==> src/rtl/uart_stream_rx.sv <==
// UART receiver: synchronises UART_RX, oversamples at 4 ticks per bit and
// presents each byte with parity/frame flags on a one-entry AXI-Stream holding register.
module uart_stream_rx #(
    parameter int SYNC_STAGES = 2
) (
    input  logic        PCLK,
    input  logic        PRESETn,
    input  logic        cfg_en,
    input  logic        cfg_parity_en,
    input  logic        cfg_parity_odd,
    input  logic [27:0] cfg_div_i,
    input  logic [3:0]  cfg_div_q,
    input  logic        UART_RX,
    output logic        rx_tvalid,
    input  logic        rx_tready,
    output logic [7:0]  rx_tdata,
    output logic [1:0]  rx_tuser,
    output logic        rx_break,
    output logic        rx_overrun,
    output logic        rx_busy
);

    typedef enum logic [2:0] {
        ST_IDLE   = 3'd0,
        ST_START  = 3'd1,
        ST_DATA   = 3'd2,
        ST_PARITY = 3'd3,
        ST_STOP   = 3'd4
    } state_t;

    function automatic logic parity8(input logic [7:0] d);
        return ^d;
    endfunction

    logic [SYNC_STAGES-1:0] sync_q, sync_d;
    logic                   rxs_prev_q, rxs_prev_d;
    state_t                 state_q, state_d;
    logic [27:0]            cnt_i_q, cnt_i_d;
    logic [3:0]             cnt_q_q, cnt_q_d;
    logic [1:0]             tick_n_q, tick_n_d;
    logic [2:0]             bit_cnt_q, bit_cnt_d;
    logic [7:0]             shift_q, shift_d;
    logic                   perr_q, perr_d;
    logic                   par_bit_q, par_bit_d;
    logic                   tvalid_q, tvalid_d;
    logic [7:0]             tdata_q, tdata_d;
    logic [1:0]             tuser_q, tuser_d;
    logic                   break_q, break_d;
    logic                   overrun_q, overrun_d;

    logic rxs_s;
    logic start_det_s;
    logic tick_s;
    logic sample_s;
    logic accept_s;
    logic ferr_s;

    assign rxs_s = sync_q[SYNC_STAGES-1];

    // Synchroniser chain and previous-sample register for edge detection.
    always_comb begin
        sync_d     = {sync_q[SYNC_STAGES-2:0], UART_RX};
        rxs_prev_d = rxs_s;
        if (!cfg_en) begin
            sync_d     = {SYNC_STAGES{1'b1}};
            rxs_prev_d = 1'b1;
        end else begin
            rxs_prev_d = rxs_s;
        end
    end

    // Tick generator, frame FSM, completion and holding register.
    always_comb begin
        state_d     = state_q;
        cnt_i_d     = cnt_i_q;
        cnt_q_d     = cnt_q_q;
        tick_n_d    = tick_n_q;
        bit_cnt_d   = bit_cnt_q;
        shift_d     = shift_q;
        perr_d      = perr_q;
        par_bit_d   = par_bit_q;
        tvalid_d    = tvalid_q;
        tdata_d     = tdata_q;
        tuser_d     = tuser_q;
        break_d     = 1'b0;
        overrun_d   = 1'b0;
        tick_s      = 1'b0;
        ferr_s      = 1'b0;
        start_det_s = (state_q == ST_IDLE) && rxs_prev_q && !rxs_s;

        if (state_q != ST_IDLE) begin
            if (cnt_i_q == 28'd0) begin
                tick_s   = 1'b1;
                cnt_i_d  = (cnt_q_q < cfg_div_q) ? (cfg_div_i + 28'd1) : cfg_div_i;
                cnt_q_d  = cnt_q_q + 4'd1;
                tick_n_d = tick_n_q + 2'd1;
            end else begin
                cnt_i_d = cnt_i_q - 28'd1;
            end
        end else begin
            tick_s = 1'b0;
        end

        // The first tick after start detect is tick 1; samples fall on ticks 2, 6, 10, ...
        sample_s = tick_s && (tick_n_q == 2'd1);
        accept_s = tvalid_q && rx_tready;
        if (accept_s) begin
            tvalid_d = 1'b0;
        end else begin
            tvalid_d = tvalid_q;
        end

        case (state_q)
            ST_IDLE: begin
                if (start_det_s) begin
                    state_d   = ST_START;
                    cnt_i_d   = 28'd0;
                    cnt_q_d   = 4'd0;
                    tick_n_d  = 2'd0;
                    bit_cnt_d = 3'd0;
                    perr_d    = 1'b0;
                    par_bit_d = 1'b0;
                end else begin
                    state_d = ST_IDLE;
                end
            end
            ST_START: begin
                if (sample_s) begin
                    state_d = rxs_s ? ST_IDLE : ST_DATA;
                end else begin
                    state_d = ST_START;
                end
            end
            ST_DATA: begin
                if (sample_s) begin
                    shift_d   = {rxs_s, shift_q[7:1]};
                    bit_cnt_d = bit_cnt_q + 3'd1;
                    if (bit_cnt_q == 3'd7) begin
                        state_d = cfg_parity_en ? ST_PARITY : ST_STOP;
                    end else begin
                        state_d = ST_DATA;
                    end
                end else begin
                    state_d = ST_DATA;
                end
            end
            ST_PARITY: begin
                if (sample_s) begin
                    par_bit_d = rxs_s;
                    perr_d    = rxs_s ^ parity8(shift_q) ^ cfg_parity_odd;
                    state_d   = ST_STOP;
                end else begin
                    state_d = ST_PARITY;
                end
            end
            ST_STOP: begin
                if (sample_s) begin
                    state_d = ST_IDLE;
                    ferr_s  = !rxs_s;
                    if ((shift_q == 8'h00) && ferr_s && (!cfg_parity_en || !par_bit_q)) begin
                        break_d = 1'b1;
                    end else if (!tvalid_q || accept_s) begin
                        tvalid_d = 1'b1;
                        tdata_d  = shift_q;
                        tuser_d  = {ferr_s, perr_q};
                    end else begin
                        overrun_d = 1'b1;
                    end
                end else begin
                    state_d = ST_STOP;
                end
            end
            default: begin
                state_d = ST_IDLE;
            end
        endcase

        // Disable behaves as a synchronous reset of every register.
        if (!cfg_en) begin
            state_d   = ST_IDLE;
            cnt_i_d   = 28'd0;
            cnt_q_d   = 4'd0;
            tick_n_d  = 2'd0;
            bit_cnt_d = 3'd0;
            shift_d   = 8'h00;
            perr_d    = 1'b0;
            par_bit_d = 1'b0;
            tvalid_d  = 1'b0;
            tdata_d   = 8'h00;
            tuser_d   = 2'b00;
            break_d   = 1'b0;
            overrun_d = 1'b0;
        end else begin
            state_d = state_d;
        end
    end

    // State registers with asynchronous active-low reset.
    always_ff @(posedge PCLK or negedge PRESETn) begin
        if (!PRESETn) begin
            sync_q     <= {SYNC_STAGES{1'b1}};
            rxs_prev_q <= 1'b1;
            state_q    <= ST_IDLE;
            cnt_i_q    <= 28'd0;
            cnt_q_q    <= 4'd0;
            tick_n_q   <= 2'd0;
            bit_cnt_q  <= 3'd0;
            shift_q    <= 8'h00;
            perr_q     <= 1'b0;
            par_bit_q  <= 1'b0;
            tvalid_q   <= 1'b0;
            tdata_q    <= 8'h00;
            tuser_q    <= 2'b00;
            break_q    <= 1'b0;
            overrun_q  <= 1'b0;
        end else begin
            sync_q     <= sync_d;
            rxs_prev_q <= rxs_prev_d;
            state_q    <= state_d;
            cnt_i_q    <= cnt_i_d;
            cnt_q_q    <= cnt_q_d;
            tick_n_q   <= tick_n_d;
            bit_cnt_q  <= bit_cnt_d;
            shift_q    <= shift_d;
            perr_q     <= perr_d;
            par_bit_q  <= par_bit_d;
            tvalid_q   <= tvalid_d;
            tdata_q    <= tdata_d;
            tuser_q    <= tuser_d;
            break_q    <= break_d;
            overrun_q  <= overrun_d;
        end
    end

    assign rx_tvalid  = tvalid_q;
    assign rx_tdata   = tdata_q;
    assign rx_tuser   = tuser_q;
    assign rx_break   = break_q;
    assign rx_overrun = overrun_q;
    assign rx_busy    = (state_q != ST_IDLE);

endmodule

==> config.mk <==
export PLATFORM = sky130hd
export DESIGN_NAME = uart_stream_rx
export DESIGN_NICKNAME = d
export VERILOG_FILES = /design/src/rtl/uart_stream_rx.sv
export SDC_FILE = /design/constraint.sdc
export NUM_CORES = 1
export LEC_CHECK = 0
export ABC_CLOCK_PERIOD_IN_PS = 4500
export CAP_MARGIN = 20
export CORE_UTILIZATION = 50
export CTS_CLUSTER_SIZE = 25
export DETAILED_ROUTE_END_ITERATION = 8
export GPL_TIMING_DRIVEN = 0
export PLACE_DENSITY_LB_ADDON = 0.2
export SLEW_MARGIN = 20
export SYNTH_ARGS = -nofsm -noshare
export SYNTH_HDL_FRONTEND = slang
export SYNTH_SLANG_ARGS = --single-unit
export TNS_END_PERCENT = 20
==> constraint.sdc <==
create_clock -name PCLK -period 4.5 [get_ports PCLK]
set_input_delay 1.35 -clock PCLK [delete_from_list [all_inputs] [get_ports PCLK]]
set_output_delay 1.35 -clock PCLK [all_outputs]
set_load 0.02 [all_outputs]
## After elaboration in Yosys (flattened, before gate mapping)

Index checks and enable logic that the tools add are counted.

| word-level totals | value |
|---|---|
| bits in latches | 0 |
| ROM bits | 0 |
| output and inout port bits | 14 |
| register bits after elaboration | 66 |
| memories kept | 0 |
| memory bits (writable) | 0 |

| operators by class | value |
|---|---|
| mux-type cells | 69 |
| eq/ne operators | 16 |
| divide/modulo/power cells | 0 |
| $lt $le $gt $ge | 1 |
| reductions and logical operators | 21 |
| multiply operators | 0 |
| shift-type cells | 0 |
| bitwise logic cells | 2 |
| add/subtract/negate cells | 5 |

Operators by type and width:

| operator | number |
|---|---|
| $mux W28 | 6 |
| $mux W8 | 8 |
| $add A28 B1 Y28 const B | 1 |
| $logic_not A28 Y1 | 1 |
| $sub A28 B1 Y28 const B | 1 |
| $mux W3 | 9 |
| $mux W2 | 13 |
| $mux W1 | 24 |
| $mux W4 | 5 |
| $pmux W3 S5 | 1 |
| $ne A3 B3 Y1 const B | 3 |
| $logic_not A8 Y1 | 1 |
| $ne A2 B1 Y1 const B | 4 |
| $reduce_xor A8 Y1 | 1 |
| $eq A3 B2 Y1 const B | 2 |
| $eq A3 B3 Y1 const B | 2 |
| $logic_and A1 B1 Y1 | 6 |
| $ne A3 B1 Y1 const B | 2 |
| $pmux W3 S2 | 1 |
| $reduce_and A3 Y1 | 2 |
| $add A4 B1 Y4 const B | 1 |
| $logic_not A1 Y1 | 4 |
| $lt A4 B4 Y1 | 1 |
| $pmux W1 S2 | 2 |
| 11 further kinds | 13 |

## Longest topological paths before layout

Gate-level depths: netlist of run 1.

| logic depth | value |
|---|---|
| depth after elaboration | 7 |
| mapped depth | 9 |
| gate-level depth less buffers | 8 |

## Least setup slack after synthesis of run 1

OpenSTA, ideal clock, no wires.

| path | value |
|---|---|
| path type | input to register |
| from | in cfg_div_q[3] |
| to | reg cnt_i_q[18] |
| path slack | 1.357 ns |
| cell stages on the path | 8 |
| required time | 4.379 ns |
| data arrival time | 3.022 ns |
| cells stage by stage | inv_1 > ha_1 > a21oi_1 > nand4_1 > nor4_1 > xnor2_1 > o21ai_1 > a22o_1 |

| on the way | value |
|---|---|
| cells in the longest elaborated chain, start to end | 7 |

RTL lines:

| what | RTL line | RTL |
|---|---|---|
| start: declaration | 12 | `input logic [3:0] cfg_div_q,` |
| $lt A4 B4 Y1 * | 94 | `cnt_i_d = (cnt_q_q < cfg_div_q) ? (cfg_div_i + 28'd1) : cfg_div_i;` |
| $mux W28 * | 94 |  |
| $mux W28 * | 92 | `if (cnt_i_q == 28'd0) begin` |
| $mux W28 * | 91 | `if (state_q != ST_IDLE) begin` |
| $mux W28 | 115 | `if (start_det_s) begin` |
| $mux W28 * | 113 | `case (state_q)` |
| $mux W28 * | 179 | `if (!cfg_en) begin` |
| named net cnt_i_d[18] | 38 | `logic [27:0] cnt_i_q, cnt_i_d;` |
| end signal: assignment | 220 | `cnt_i_q <= cnt_i_d;` |
| end: declaration | 38 |  |

The timed path passes the listed nets; every way through them passes the cells marked *.
A chain may end at the register's enable or synchronous reset.

## Worst setup path in the final report of run 1

| path | value |
|---|---|
| from | in cfg_en |
| to | reg cnt_i_q[7] |

| on the way | value |
|---|---|
| cells in the longest elaborated chain, start to end | 1 |

RTL lines:

| what | RTL line | RTL |
|---|---|---|
| start: declaration | 8 | `input logic cfg_en,` |
| $mux W28 | 179 |  |
| named net cnt_i_d[7] | 38 |  |

The timed path passes the listed nets, and every way through them passes these cells.

==> results of run 1 <==
[where the power goes]
group | internal (uW) | switching, uW
registers | 657 | 73.1
logic | 502 | 961
clock network | 261 | 256
total | 1420 | 1290
[metal layers]
metal  track usage, %  wire, um  part of all wire (%)  vias up
met1             40.4      5720                    48     2057
met3             5.26       791                   6.7       20
met2             41.9      5190                    44      161
li1                 -         -                     -     2029
met5                0         0                     0        -
met4             8.46       182                   1.5        0
[layout by cell type (no fill, tap or decap), types with 17 or more instances in the layout]
cell | netlist | layout
nor3_1 | 21 | 21
clkbuf_1 | 17 | 17
clkdlybuf4s50_1 | 0 | 51
xor2_1 | 20 | 20
nand2_1 | 65 | 65
o21ai_1 | 26 | 26
inv_1 | 23 | 23
dfrtp_1 | 63 | 63
nand3_1 | 19 | 19
nor2_1 | 45 | 45
nor4_1 | 18 | 17
a21oi_1 | 29 | 29
[sequential cells by signal (all words and copies together) (netlist names), 2 cells and up]
name / cells
bit_cnt_q: 3
cnt_i_q: 28
cnt_q_q: 4
rx_tdata: 8
rx_tuser: 2
shift_q: 8
state_q: 3
sync_q: 2
tick_n_q: 2
[layout make-up]
cell class	count	area, um^2
clock inverter	7	77.6
buffer	24	106
multi-input combinational	412	2530
fill	762	3090
sequential	66	1660
inverter	23	86.3
tap	105	131
timing repair buffer	53	546
clock buffer	9	124
[critical path: cells and delay by family]
family          cells  cell delay, ns
simple gates        3            1.48
buf+inv             3            1.07
compound gates      1            0.11
[stage by stage]
| step | TNS (ns) | setup WS, ns |
|---|---|---|
| after floorplan | 0 | 1.36 |
| final | 0 | 0.746 |
| after detailed placement | 0 | 0.468 |
| after CTS | 0 | 0.800 |
| after global placement | -13.69 | -0.223 |
| after global routing | 0 | 0.606 |
[worst max path at each step]
stage                     depth (start not counted)  slack [ns]         start          end
final                                             7        0.75        cfg_en   cnt_i_q[7]
after floorplan                                   8        1.36  cfg_div_q[3]  cnt_i_q[18]
after detailed placement                          7        0.47        cfg_en   cnt_i_q[7]
after CTS                                         7        0.80        cfg_en   cnt_i_q[7]
after global placement                            1       -0.22       PRESETn  rx_tdata[5]
after global routing                              7        0.61        cfg_en  cnt_i_q[10]
[cells by family (layout without fill, tap and decap cells)]
family          Yosys count  count (layout)  share of synthesized area, %
fa+ha+maj                14              14                          4.01
simple gates            240             240                          28.5
mux                      12              12                          2.75
xor+xnor                 34              34                          6.82
buf+inv                  47             116                          4.41
compound gates          112             112                          15.6
flops                    66              66                          37.9
==> metrics, run 1 <==
top cell type's share of synthesized area 36.1%; Synth Instances 525; pwr dens 516 nW/um^2; Num CTS Buffers 9; clock tree sinks 66; Core Box Area 8340 um^2; FF-to-FF path depth 8; outcome finished, final reports clean; Final Cell Area 5250 um^2; Tmin final 3.75 ns; post-synthesis instance area 4370 um^2; Worst slew margin 37.3%; worst path cell trace clkdlybuf4s50_1 -> clkbuf_1 -> inv_1 -> nor2_1 -> nand2_1 -> or4_1 -> o211ai_1; vias 4,267; # rows 33; Post-CTS Resized 0; reg-to-reg endpoint cnt_i_q[18]; FF+latch count, synth 66; top post-synthesis cells by area dfrtp_1 (36%), nand2_1 (5.6%), ha_1 (4.0%); DIE WIDTH 95.5 um; post-route ant nets 0; WHS 0.486 ns; Worst-Margin Slew 0.931 ns; fraction of registers with async set/reset 100%; clk root buf clkbuf_8; worst vdd ir 0.342 mV; Seq/Total Area, Yosys 37.9%; synthesis warning total 0; Syn Area/Cell 8.32 um^2; Reg clk slew, reported paths 0.08 ns; nets 642; Cells after DPL 683; starting density of the core 52.4%; reg2reg start cnt_i_q[0]; Hold Path Depth 1; via/cell ratio 6.10; Worst path slowest cell or4_1; IO Port Bufs 52; vias in the first global route 3,997; leakage 0.00225 uW; crit path kind input port to register; RePlAce Congestion 0.897; DR WL/cell 17.0 um; CTS tree done; f_max 0.266 GHz; hold path startpoint sync_q[0]; initial antenna violation count 0; Hold Crit Class register to register; Layout Skew 0.0164 ns; CP Data Arrival Time 4.02 ns; number of post-CTS setup repair buffers 0; count leader, synth nand2_1; peak per-stage delay on the critical path 0.57 ns; die area 9110 um^2; diode count 0; grt ovf 0; Area Overhead vs Synth 20.3%; Worst setup SP type input port; period utilization 83.4%; r2r setup slk 1.63 ns; DR DRC count 0; largest net degree at the start of global routing 53; post-route insts no fill 699; all-layer global routing usage 27.9%; Worst setup EP type register; Max Buffers Root-to-Sink 2; final setup fails 0; Synthesized Nets 578; final wirelength 11,900 um; Die Y 95.5 um; DP Wirelength 8710 um; RSZ-0062 raised after global routing false; predominant post-synthesis flop cell dfrtp_1; WHS Endpoint sync_q[1]; IO Count 53; worst-path fanout max 10; max_cap viols 0; Final Max Tran Viols 0; CP required 4.76 ns; drt pass-1 iters 5; clk_lat worst skew 0.35 ns; final design utilization 63.0%; layout cells sized above 1 5.72%; Initial DRC Count 335; number of flops mapped to enable cells by yosys 0; Post-synth top cells nand2_1 (65), dfrtp_1 (63), nor2_1 (45), a21oi_1 (29), o21ai_1 (26); H-tree levels 3; first-pass GRT wire length 19,400 um; hold buffer count at CTS 0; Placed Instance Area 5050 um^2; Final Hold Viols 0; Netlist cell types 58; Synth area leader dfrtp_1; Pwr Total 2710 uW
Note: power is estimated with default switching activity, not from simulation.
==> run 2: changes to the inputs <==
- ABC_CLOCK_PERIOD_IN_PS: 4500 -> 3400
- clock period: 4.5 -> 3.4 ns (I/O delays scaled with it)
==> run 2 against run 1 <==
Compared with the run above: utilization is 0.27 points higher; clock skew is 0.0011 ns higher; largest cell class unchanged; highest routed layer unchanged; first-iteration DRC count is 2.7% higher; global-route usage stayed put.
==> metrics, run 2 (synthesis gave the netlist of run 1 again) <==
hold path startpoint sync_q[0]; r2r setup slk 0.55 ns; pwr dens 680 nW/um^2; GR peak layer met2; met1 Resource Use GR 40.4%; peak per-stage delay on the critical path 0.67 ns; crit path kind input port to register; CP dominant cell by count o21ai_1; DP Wirelength 8710 um; Initial DRC Count 344; leakage 0.00226 uW; CP required 3.62 ns; # fillers 759; Hold Crit Class register to register; drt pass-1 iters 4; all-layer global routing usage 27.9%; clock tree sinks 66; Area Overhead vs Synth 20.8%; Pwr Total 3590 uW; Die Y 95.5 um; largest net degree at the start of global routing 53; Worst-Margin Slew 0.939 ns; f_max 0.302 GHz; initial antenna violation count 0; grt ovf 0; most frequent cells in the layout nand2_1 (65), dfrtp_1 (63), clkdlybuf4s50_1 (51), nor2_1 (44), a21oi_1 (29); WHS 0.486 ns; Tmin final 3.31 ns; multi-input logic area 2550 um^2; CP bufs+invs 2; Hold Path Depth 1; outcome finished, final reports clean; reg-to-reg endpoint cnt_i_q[18]; Layout Skew 0.0175 ns; DR WL/cell 17.0 um; worst path cell trace clkdlybuf4s50_1 -> inv_1 -> ha_1 -> a21oi_1 -> o21ai_1 -> or4_1 -> nor3_1 -> xnor2_1 -> o21ai_1; post-route ant nets 0; worst-path fanout max 5; WHS Endpoint sync_q[1]; RSZ-0062 raised after global routing true; Worst setup EP type register; grt met2 use 41.9%; Worst setup SP type input port; vias 4,275; # rows 33; IO Count 53; worst vdd ir 0.453 mV; H-tree levels 3; die area 9110 um^2; hold buffer count at CTS 0; Placed Instance Area 5050 um^2; diode count 0; max reg flops 28; Final Max Tran Viols 0; register area 1660 um^2; Top delay family on crit path simple AND/OR/NAND/NOR gates; CP Data Arrival Time 3.53 ns; final setup fails 0; first-pass GRT wire length 19,400 um; GR Util met3 5.26%; period utilization 97.3%; Max Buffers Root-to-Sink 2; via/cell ratio 6.12; Reg clk slew, reported paths 0.08 ns; max_cap viols 0; Final Cell Area 5280 um^2; final wirelength 11,900 um; FF-to-FF path depth 8; clk root buf clkbuf_8; Num CTS Buffers 9; Core Box Area 8340 um^2; layout cells sized above 1 6.40%; CTS tree done; RePlAce Congestion 0.897; nets 642; Worst path slowest cell or4_1; IO Port Bufs 52; clk_lat worst skew 0.36 ns; Top reg by flops cnt_i_q; reg2reg start cnt_i_q[0]; vias in the first global route 3,997; Worst slew margin 36.8%; most common cell after layout, fill and taps aside nand2_1; DIE WIDTH 95.5 um; DR DRC count 0; starting density of the core 52.4%; Final Hold Viols 0
run 2: cell types whose count changed in the layout (fill, tap and decap cells not counted):
cell,change
nor3_1,-2
nor3_2,+2
clkbuf_1,-1
clkbuf_2,+1
nor2_1,-1
nor2_2,+1
nor4_2,-1
nor4_4,+1
run 2: how the worst max path moves through the flow:
stage,start,endpoint,slack [ns],cells after the start
4_1_cts,cfg_en,cnt_i_q[7],0.03,7
3_3_place_gp,PRESETn,rx_tdata[5],-0.99,1
2_1_floorplan,cfg_div_q[3],cnt_i_q[18],0.59,8
6_report,cfg_div_q[3],cnt_i_q[27],0.09,9
5_1_grt,cfg_div_q[1],cnt_i_q[27],-0.04,9
3_5_place_dp,cfg_en,cnt_i_q[7],-0.30,7
run 2: cell type report:
cell class                      instances  share of cell area (%)
Sequential cell                        66                    31.4
Buffer                                 24                    2.04
Timing Repair Buffer                   53                    10.3
Inverter                               23                    1.64
Tap cell                              105                    2.49
Multi-Input combinational cell        412                    48.3
Clock inverter                          7                    1.47
Clock buffer                            9                    2.35
run 2: repair_timing:
| action | in CTS | in global routing |
|---|---|---|
| buffers inserted | 0 | 0 |
| resized for setup | 0 | 6 |
| endpoints found under the setup margin | 0 | 8 |
run 2: where the power goes:
part / total [uW] / switching, uW / internal (uW)
Sequential: 967 / 98.0 / 869
Clock: 681 / 336 / 345
Combinational: 1940 / 1270 / 665
run 2: metrics by stage:
stage / worst slack [ns] / TNS (ns) / instances / utilization (%)
floorplan: 0.587 / 0 / 525 / -
global placement: -0.993 / -67.33 / 682 / 60.2
detailed placement: -0.302 / -3.33 / 683 / 60.6
CTS: 0.0297 / 0 / 699 / 63.0
global route: -0.0392 / -0.0392 / 699 / 63.2
finish: 0.0932 / 0 / 699 / 63.2
run 2: layer usage:
layer | wire (um) | share of wire (%) | vias up
li1 | - | - | 2025
met1 | 5570 | 47 | 2042
met2 | 5220 | 44 | 187
met3 | 908 | 7.6 | 21
met4 | 175 | 1.5 | 0
met5 | 0 | 0 | -
run 2: worst register-to-register path, cell delays in order, from the launching register on:
cell and delay (ns):
dfrtp_1 0.41, inv_1 0.12, ha_1 0.24, nor3b_1 0.52, nand3_1 0.39, or4_1 0.55
nor3_1 0.20, o21ai_1 0.08, a22o_1 0.25
==> run 3: changes to the inputs <==
- CTS_BUF_LIST: not set -> sky130_fd_sc_hd__clkbuf_8
==> results of run 3 <==
Same layout as run 2: the final DEF is identical, and so are final timing and power.
